File: config.mk
export PLATFORM = sky130hd
export DESIGN_NAME = uart_tx_fifo_flat
export DESIGN_NICKNAME = d
export VERILOG_FILES = /design/src/rtl/uart_tx_fifo_if.sv /design/src/rtl/uart_tx_fifo.sv /design/src/flat_wrapper.sv
export SDC_FILE = /design/constraint.sdc
export NUM_CORES = 1
export LEC_CHECK = 0
export BUFFER_PORTS_ARGS = -buffer_cell sky130_fd_sc_hd__buf_2
export CELL_PAD_IN_SITES_DETAIL_PLACEMENT = 2
export CELL_PAD_IN_SITES_GLOBAL_PLACEMENT = 2
export CORE_ASPECT_RATIO = 0.7
export CORE_MARGIN = 10
export CORE_UTILIZATION = 25
export CTS_CLUSTER_DIAMETER = 100
export DETAILED_ROUTE_END_ITERATION = 16
export HOLD_SLACK_MARGIN = 0.02
export PLACE_DENSITY = 0.63
export SLEW_MARGIN = 25
export SYNTH_ARGS = -nofsm -noshare
export SYNTH_HDL_FRONTEND = slang
export SYNTH_SLANG_ARGS = --single-unit
File: constraint.sdc
create_clock -name clk -period 7.4 [get_ports clk]
set_input_delay 1.48 -clock clk [delete_from_list [all_inputs] [get_ports clk]]
set_output_delay 1.48 -clock clk [all_outputs]
set_load 0.01 [all_outputs]
File: src/rtl/uart_tx_fifo_if.sv
// Producer-to-transmitter word handshake: a word moves on a clk edge with in_valid && in_ready.
interface uart_tx_fifo_if #(
  parameter int unsigned DATA_BITS = 8
);
  logic                 in_valid;
  logic [DATA_BITS-1:0] in_data;
  logic                 in_ready;

  modport master (output in_valid, output in_data, input in_ready);
  modport slave  (input in_valid, input in_data, output in_ready);
endinterface

File: src/rtl/uart_tx_fifo.sv
// UART transmitter fed by a small input FIFO; configurable frame format and oversampling,
// frames leave back-to-back while words are queued.
module uart_tx_fifo #(
  parameter int unsigned DATA_BITS  = 8,
  parameter int unsigned PARITY     = 0,
  parameter int unsigned STOP_BITS  = 1,
  parameter int unsigned OVERSAMPLE = 16,
  parameter int unsigned FIFO_DEPTH = 4
) (
  input  logic                               clk,
  input  logic                               rst,
  input  logic                               baud_tick,
  uart_tx_fifo_if.slave                      in_if,
  output logic                               tx,
  output logic                               busy,
  output logic [$clog2(FIFO_DEPTH+1)-1:0]    fifo_level
);
  localparam int unsigned LVL_W = $clog2(FIFO_DEPTH + 1);
  localparam int unsigned PTR_W = $clog2(FIFO_DEPTH);
  localparam int unsigned CNT_W = $clog2(OVERSAMPLE);
  localparam int unsigned BIT_W = 4;

  typedef enum logic [2:0] {S_IDLE, S_START, S_DATA, S_PARITY, S_STOP} state_t;

  logic [DATA_BITS-1:0] mem [FIFO_DEPTH];
  logic [PTR_W-1:0]     wr_ptr, rd_ptr;
  logic [LVL_W-1:0]     count;
  logic                 full, empty, push, pop;
  logic [DATA_BITS-1:0] head;

  state_t               state, state_n;
  logic [DATA_BITS-1:0] shift, shift_n, word, word_n;
  logic [CNT_W-1:0]     tick_cnt, tick_n;
  logic [BIT_W-1:0]     bit_cnt, bit_n;
  logic                 tx_n, busy_n, bit_end;

  assign full            = (count == LVL_W'(FIFO_DEPTH));
  assign empty           = (count == '0);
  assign in_if.in_ready  = !rst && !full;
  assign push            = in_if.in_valid && in_if.in_ready;
  assign head            = mem[rd_ptr];
  assign fifo_level      = count;
  assign bit_end         = baud_tick && (tick_cnt == CNT_W'(OVERSAMPLE - 1));

  // FIFO storage; not reset, occupancy is tracked by count
  always_ff @(posedge clk) begin
    if (push) mem[wr_ptr] <= in_if.in_data;
  end

  // FIFO pointers and occupancy; push and pop may coincide
  always_ff @(posedge clk) begin
    if (rst) begin
      wr_ptr <= '0;
      rd_ptr <= '0;
      count  <= '0;
    end else begin
      if (push) wr_ptr <= wr_ptr + PTR_W'(1);
      if (pop)  rd_ptr <= rd_ptr + PTR_W'(1);
      case ({push, pop})
        2'b10:   count <= count + LVL_W'(1);
        2'b01:   count <= count - LVL_W'(1);
        default: count <= count;
      endcase
    end
  end

  // State and frame datapath registers
  always_ff @(posedge clk) begin
    if (rst) begin
      state    <= S_IDLE;
      shift    <= '0;
      word     <= '0;
      tick_cnt <= '0;
      bit_cnt  <= '0;
      tx       <= 1'b1;
      busy     <= 1'b0;
    end else begin
      state    <= state_n;
      shift    <= shift_n;
      word     <= word_n;
      tick_cnt <= tick_n;
      bit_cnt  <= bit_n;
      tx       <= tx_n;
      busy     <= busy_n;
    end
  end

  // Next state, next tx level and FIFO pop
  always_comb begin
    state_n = state;
    shift_n = shift;
    word_n  = word;
    tick_n  = tick_cnt;
    bit_n   = bit_cnt;
    tx_n    = tx;
    busy_n  = busy;
    pop     = 1'b0;

    if (state != S_IDLE && baud_tick) tick_n = bit_end ? '0 : tick_cnt + CNT_W'(1);

    unique case (state)
      S_IDLE: begin
        if (!empty) begin
          pop     = 1'b1;
          shift_n = head;
          word_n  = head;
          tick_n  = '0;
          bit_n   = '0;
          tx_n    = 1'b0;
          busy_n  = 1'b1;
          state_n = S_START;
        end
      end
      S_START: begin
        if (bit_end) begin
          tx_n    = shift[0];
          bit_n   = '0;
          state_n = S_DATA;
        end
      end
      S_DATA: begin
        if (bit_end) begin
          shift_n = shift >> 1;
          if (bit_cnt == BIT_W'(DATA_BITS - 1)) begin
            bit_n = '0;
            if (PARITY != 0) begin
              // parity comes from the popped word, the shift register is already consumed
              tx_n    = (PARITY == 1) ? ^word : ~^word;
              state_n = S_PARITY;
            end else begin
              tx_n    = 1'b1;
              state_n = S_STOP;
            end
          end else begin
            bit_n = bit_cnt + BIT_W'(1);
            tx_n  = shift[1];
          end
        end
      end
      S_PARITY: begin
        if (bit_end) begin
          tx_n    = 1'b1;
          bit_n   = '0;
          state_n = S_STOP;
        end
      end
      S_STOP: begin
        if (bit_end) begin
          if (bit_cnt == BIT_W'(STOP_BITS - 1)) begin
            if (!empty) begin
              pop     = 1'b1;
              shift_n = head;
              word_n  = head;
              tick_n  = '0;
              bit_n   = '0;
              tx_n    = 1'b0;
              state_n = S_START;
            end else begin
              busy_n  = 1'b0;
              state_n = S_IDLE;
            end
          end else begin
            bit_n = bit_cnt + BIT_W'(1);
          end
        end
      end
      default: state_n = S_IDLE;
    endcase
  end
endmodule
File: src/flat_wrapper.sv
// flat-port wrapper written by rule: the top's interface ports become plain ports
module uart_tx_fifo_flat 
#(
  parameter int unsigned DATA_BITS  = 8,
  parameter int unsigned PARITY     = 0,
  parameter int unsigned STOP_BITS  = 1,
  parameter int unsigned OVERSAMPLE = 16,
  parameter int unsigned FIFO_DEPTH = 4
)
  (clk, rst, baud_tick, tx, busy, fifo_level, in_if_in_valid, in_if_in_data, in_if_in_ready);
  uart_tx_fifo_if #(.DATA_BITS(DATA_BITS)) in_if_i ();
  input  logic clk;
  input  logic rst;
  input  logic baud_tick;
  output logic tx;
  output logic busy;
  output logic [$clog2(FIFO_DEPTH+1)-1:0] fifo_level;
  input wire logic [$bits(in_if_i.in_valid)-1:0] in_if_in_valid;
  input wire logic [$bits(in_if_i.in_data)-1:0] in_if_in_data;
  output wire logic [$bits(in_if_i.in_ready)-1:0] in_if_in_ready;
  assign in_if_i.in_valid = in_if_in_valid;
  assign in_if_i.in_data = in_if_in_data;
  assign in_if_in_ready = in_if_i.in_ready;
  uart_tx_fifo #(.DATA_BITS(DATA_BITS), .PARITY(PARITY), .STOP_BITS(STOP_BITS), .OVERSAMPLE(OVERSAMPLE), .FIFO_DEPTH(FIFO_DEPTH)) u_core (.clk(clk), .rst(rst), .baud_tick(baud_tick), .in_if(in_if_i), .tx(tx), .busy(busy), .fifo_level(fifo_level));
endmodule
==> reports/metrics.csv <==
metric,value,unit
count of nets after finishing,270,
insertion delay of the later-clocked pin in the worst-skew pair,330,ps
area of the die,16500,um^2
number of pins exceeding their max-slew limit in the final report,0,
global-route wire length before repair,11700,um
R2R depth,11,
count of yosys warnings during synthesis,0,
clock transition at the register clock pins on the worst setup and hold paths after CTS,60,ps
overflow left after global routing,0,
library cells used by synthesis,59,
Initial DRC Count,129,
vertical extent of the die,110,um
leakage,1.16,nW
maximum achievable frequency,270,MHz
footprint of the multi-input gates,1180,um^2
peak supply drop,133,uV
total of flip-flops plus latches after synthesis,62,
transition time at the pin with the least slew margin,840,ps
hold-fix buffers at CTS,0,
required time at the worst-slack endpoint,5920,ps
cells traversed along the worst timing path,buf_2 > a21oi_1 > buf_2,
Area Overhead vs Synth,16.2,%
remaining antenna violation count after routing,0,
proportion of synthesized flip-flops having asynchronous set or reset,0,
number of antenna violations at the first check in global routing,0,
synthesized net count,256,
CTS tree,done,
final instance count without filler cells,407,
synthesized instance count,235,
data arrival at the endpoint of the critical path,2220,ps
drt wl/cell,17.5,um
instance count along the most critical hold path,2,
power density cells,375,nW/um^2
Slowest Stage Delay on Critical Path,480,ps
Max-slew headroom,0.437,
total wire length,7120,um
terminating pin of the worst hold path,u_core.shift[3],
All-Layer GR Usage,0.0927,
terminus of the critical flop-to-flop path,u_core.fifo_level[2],
CTS sink cnt,62,
count of endpoints failing setup in the final report,0,
placeable core area,11200,um^2
fill cell instance count of the final layout,1195,
starting utilization of the core area,0.260,
Die Width,149,um
final hold violation count,0,
fraction of synthesized cell area taken by the top area cell type,0.329,
Critical R2R Launch,u_core.bit_cnt[0],
number of cell rows,32,
DRC violations left,0,
fraction of final layout cells with drive strength greater than 1,0.244,
share of synthesized area occupied by flip-flops and latches,0.535,
number of global-route vias before repair,2113,
Post-Syn Area,2920,um^2
largest driver fanout on the critical path,33,
flip-flop cell with the highest count after synthesis,sky130_fd_sc_hd__edfxtp_1,
cell types occupying the most area after synthesis,"sky130_fd_sc_hd__edfxtp_1 (33%), sky130_fd_sc_hd__dfxtp_1 (21%), sky130_fd_sc_hd__mux4_2 (6.2%)",
Routability Congestion,0.735,
count of instances resized after the clock tree is built,0,
Worst R2R Setup Slack,4210,ps
kind of end point of the critical path,output pin,
minimum setup slack after placement,3360,ps
critical path's most frequent cell,sky130_fd_sc_hd__buf_2,
startpoint kind of the worst setup timing path,primary input,
post-synth top area cell,sky130_fd_sc_hd__edfxtp_1,
H-Tree Depth,3,
type of the worst setup path,in2out,
via/cell ratio,4.66,
hold path startpoint,u_core.shift[3],
count of inserted antenna diode cells,0,
buffers added on ports,17,
syn avg cell area,12.4,um^2
number of max-cap violations,0,
most frequent cells in the layout,"sky130_fd_sc_hd__edfxtp_1 (32), sky130_fd_sc_hd__dfxtp_1 (30), sky130_fd_sc_hd__a21oi_1 (20)",
number of placed cells counting well taps,391,
pin count of the biggest net entering global routing,34,
number of buffers between clock root and the deepest sink,2,
final clock period utilization by the worst path,0.500,
total via count after detailed routing,1897,
Hold Path Class,reg2reg,
critical path's slowest cell,sky130_fd_sc_hd__buf_2,
total CTS buffers,9,
Post-Route Setup TNS,0,ps
area taken by flip-flops and latches,1560,um^2
final worst-path setup slack,3700,ps
number of iterations in the first detailed-routing pass,4,
post-CTS setup buffer count,0,
post-layout min period,3700,ps
number of enable-type register cells in the synthesized netlist,32,
setup repair after global routing missed its margin,no,
run status,completed,
Final HPWL DP,4810,um
top-level port count,18,
"commonest non-fill, non-tap cell in the layout",sky130_fd_sc_hd__edfxtp_1,
root buffer selected by CTS,sky130_fd_sc_hd__clkbuf_16,
clock skew after layout,5.55,ps
## state kept, by name, indices dropped and copies added (netlist names), named ones only
register and cells:
u_core.tx 1, u_core.state 3, u_core.shift 8, u_core.tick_cnt 4, u_core.wr_ptr 2, u_core.busy 1
u_core.rd_ptr 2, u_core.mem 32, u_core.fifo_level 3, u_core.bit_cnt 4
## cell type report
class / instances / area share
Multi-Input combinational cell: 141 / 0.349
Sequential cell: 62 / 0.461
Clock buffer: 9 / 0.0664
Inverter: 18 / 0.0199
Tap cell: 153 / 0.0565
Timing Repair Buffer: 17 / 0.0251
Clock inverter: 7 / 0.0221
## logic make-up (layout without fill, tap and decap cells)
kind of cell | count (synthesis) | after routing | share of synthesized area
AO/OA/AOI/OAI | 51 | 51 | 0.125
XOR/XNOR | 7 | 7 | 0.0210
adder cells (fa/ha/maj) | 9 | 9 | 0.0412
buffers and inverters | 32 | 51 | 0.0587
flip-flops | 62 | 62 | 0.535
multiplexers | 19 | 19 | 0.104
AND/OR/NAND/NOR | 55 | 55 | 0.115
## through the flow
stage / total power [mW] / area (um^2) / util / hold WS (ps)
final: 1.27 / 3390 / 0.302 / 478
after global routing: 1.35 / 3390 / 0.302 / 494
after CTS: 1.29 / 3390 / 0.302 / 478
after detailed placement: 0.853 / 3090 / 0.276 / 468
after global placement: 0.842 / 3090 / 0.276 / 457
after floorplan: 0.774 / 2920 / - / 440
## metal layers
metal / vias up / GRT usage / wire length [um]
met2: 24 / 0.138 / 3170
met5: - / 0 / 0
met4: 0 / 0.0356 / 106
met3: 10 / 0.0322 / 276
li1: 907 / - / -
met1: 956 / 0.121 / 3560
## power breakdown
group          switching (mW)  internal, mW
Clock                   0.164         0.261
Sequential             0.0575         0.412
Combinational           0.211         0.167
## critical path: cells and delay by family
family,cells,cell delay (ps)
AOI/OAI and AO/OA,1,80
buffers and inverters,2,650
## synthesized netlist by cell type (2+ instances only)
master	count
sky130_fd_sc_hd__nor3_1	7
sky130_fd_sc_hd__o31ai_1	3
sky130_fd_sc_hd__or3_1	3
sky130_fd_sc_hd__xor2_1	3
sky130_fd_sc_hd__a311oi_1	7
sky130_fd_sc_hd__edfxtp_1	32
sky130_fd_sc_hd__or2_2	2
sky130_fd_sc_hd__mux2_2	7
sky130_fd_sc_hd__and4_1	2
sky130_fd_sc_hd__nor2_1	11
sky130_fd_sc_hd__clkbuf_1	4
sky130_fd_sc_hd__a211oi_1	2
sky130_fd_sc_hd__nand4_1	2
sky130_fd_sc_hd__buf_6	4
sky130_fd_sc_hd__a21oi_1	20
sky130_fd_sc_hd__buf_4	2
sky130_fd_sc_hd__nand3_1	3
sky130_fd_sc_hd__nor4_1	2
sky130_fd_sc_hd__dfxtp_1	30
sky130_fd_sc_hd__ha_1	8
sky130_fd_sc_hd__nand2b_1	2
sky130_fd_sc_hd__nand2_1	4
sky130_fd_sc_hd__inv_1	18
sky130_fd_sc_hd__xnor2_1	4
sky130_fd_sc_hd__and2_1	4
sky130_fd_sc_hd__buf_2	2
sky130_fd_sc_hd__mux2i_1	3
sky130_fd_sc_hd__mux4_2	8
sky130_fd_sc_hd__o21ai_0	5
sky130_fd_sc_hd__o22ai_1	2
## worst max-delay path by stage
stage | startpoint | to | cells past startpoint
4_1_cts | rst | in_if_in_ready | 3
3_5_place_dp | baud_tick | u_core.fifo_level[2] | 10
3_3_place_gp | baud_tick | u_core.fifo_level[2] | 10
6_report | rst | in_if_in_ready | 3
2_1_floorplan | rst | in_if_in_ready | 3
5_1_grt | baud_tick | u_core.fifo_level[2] | 10
Note: power is estimated with default switching activity, not from simulation.
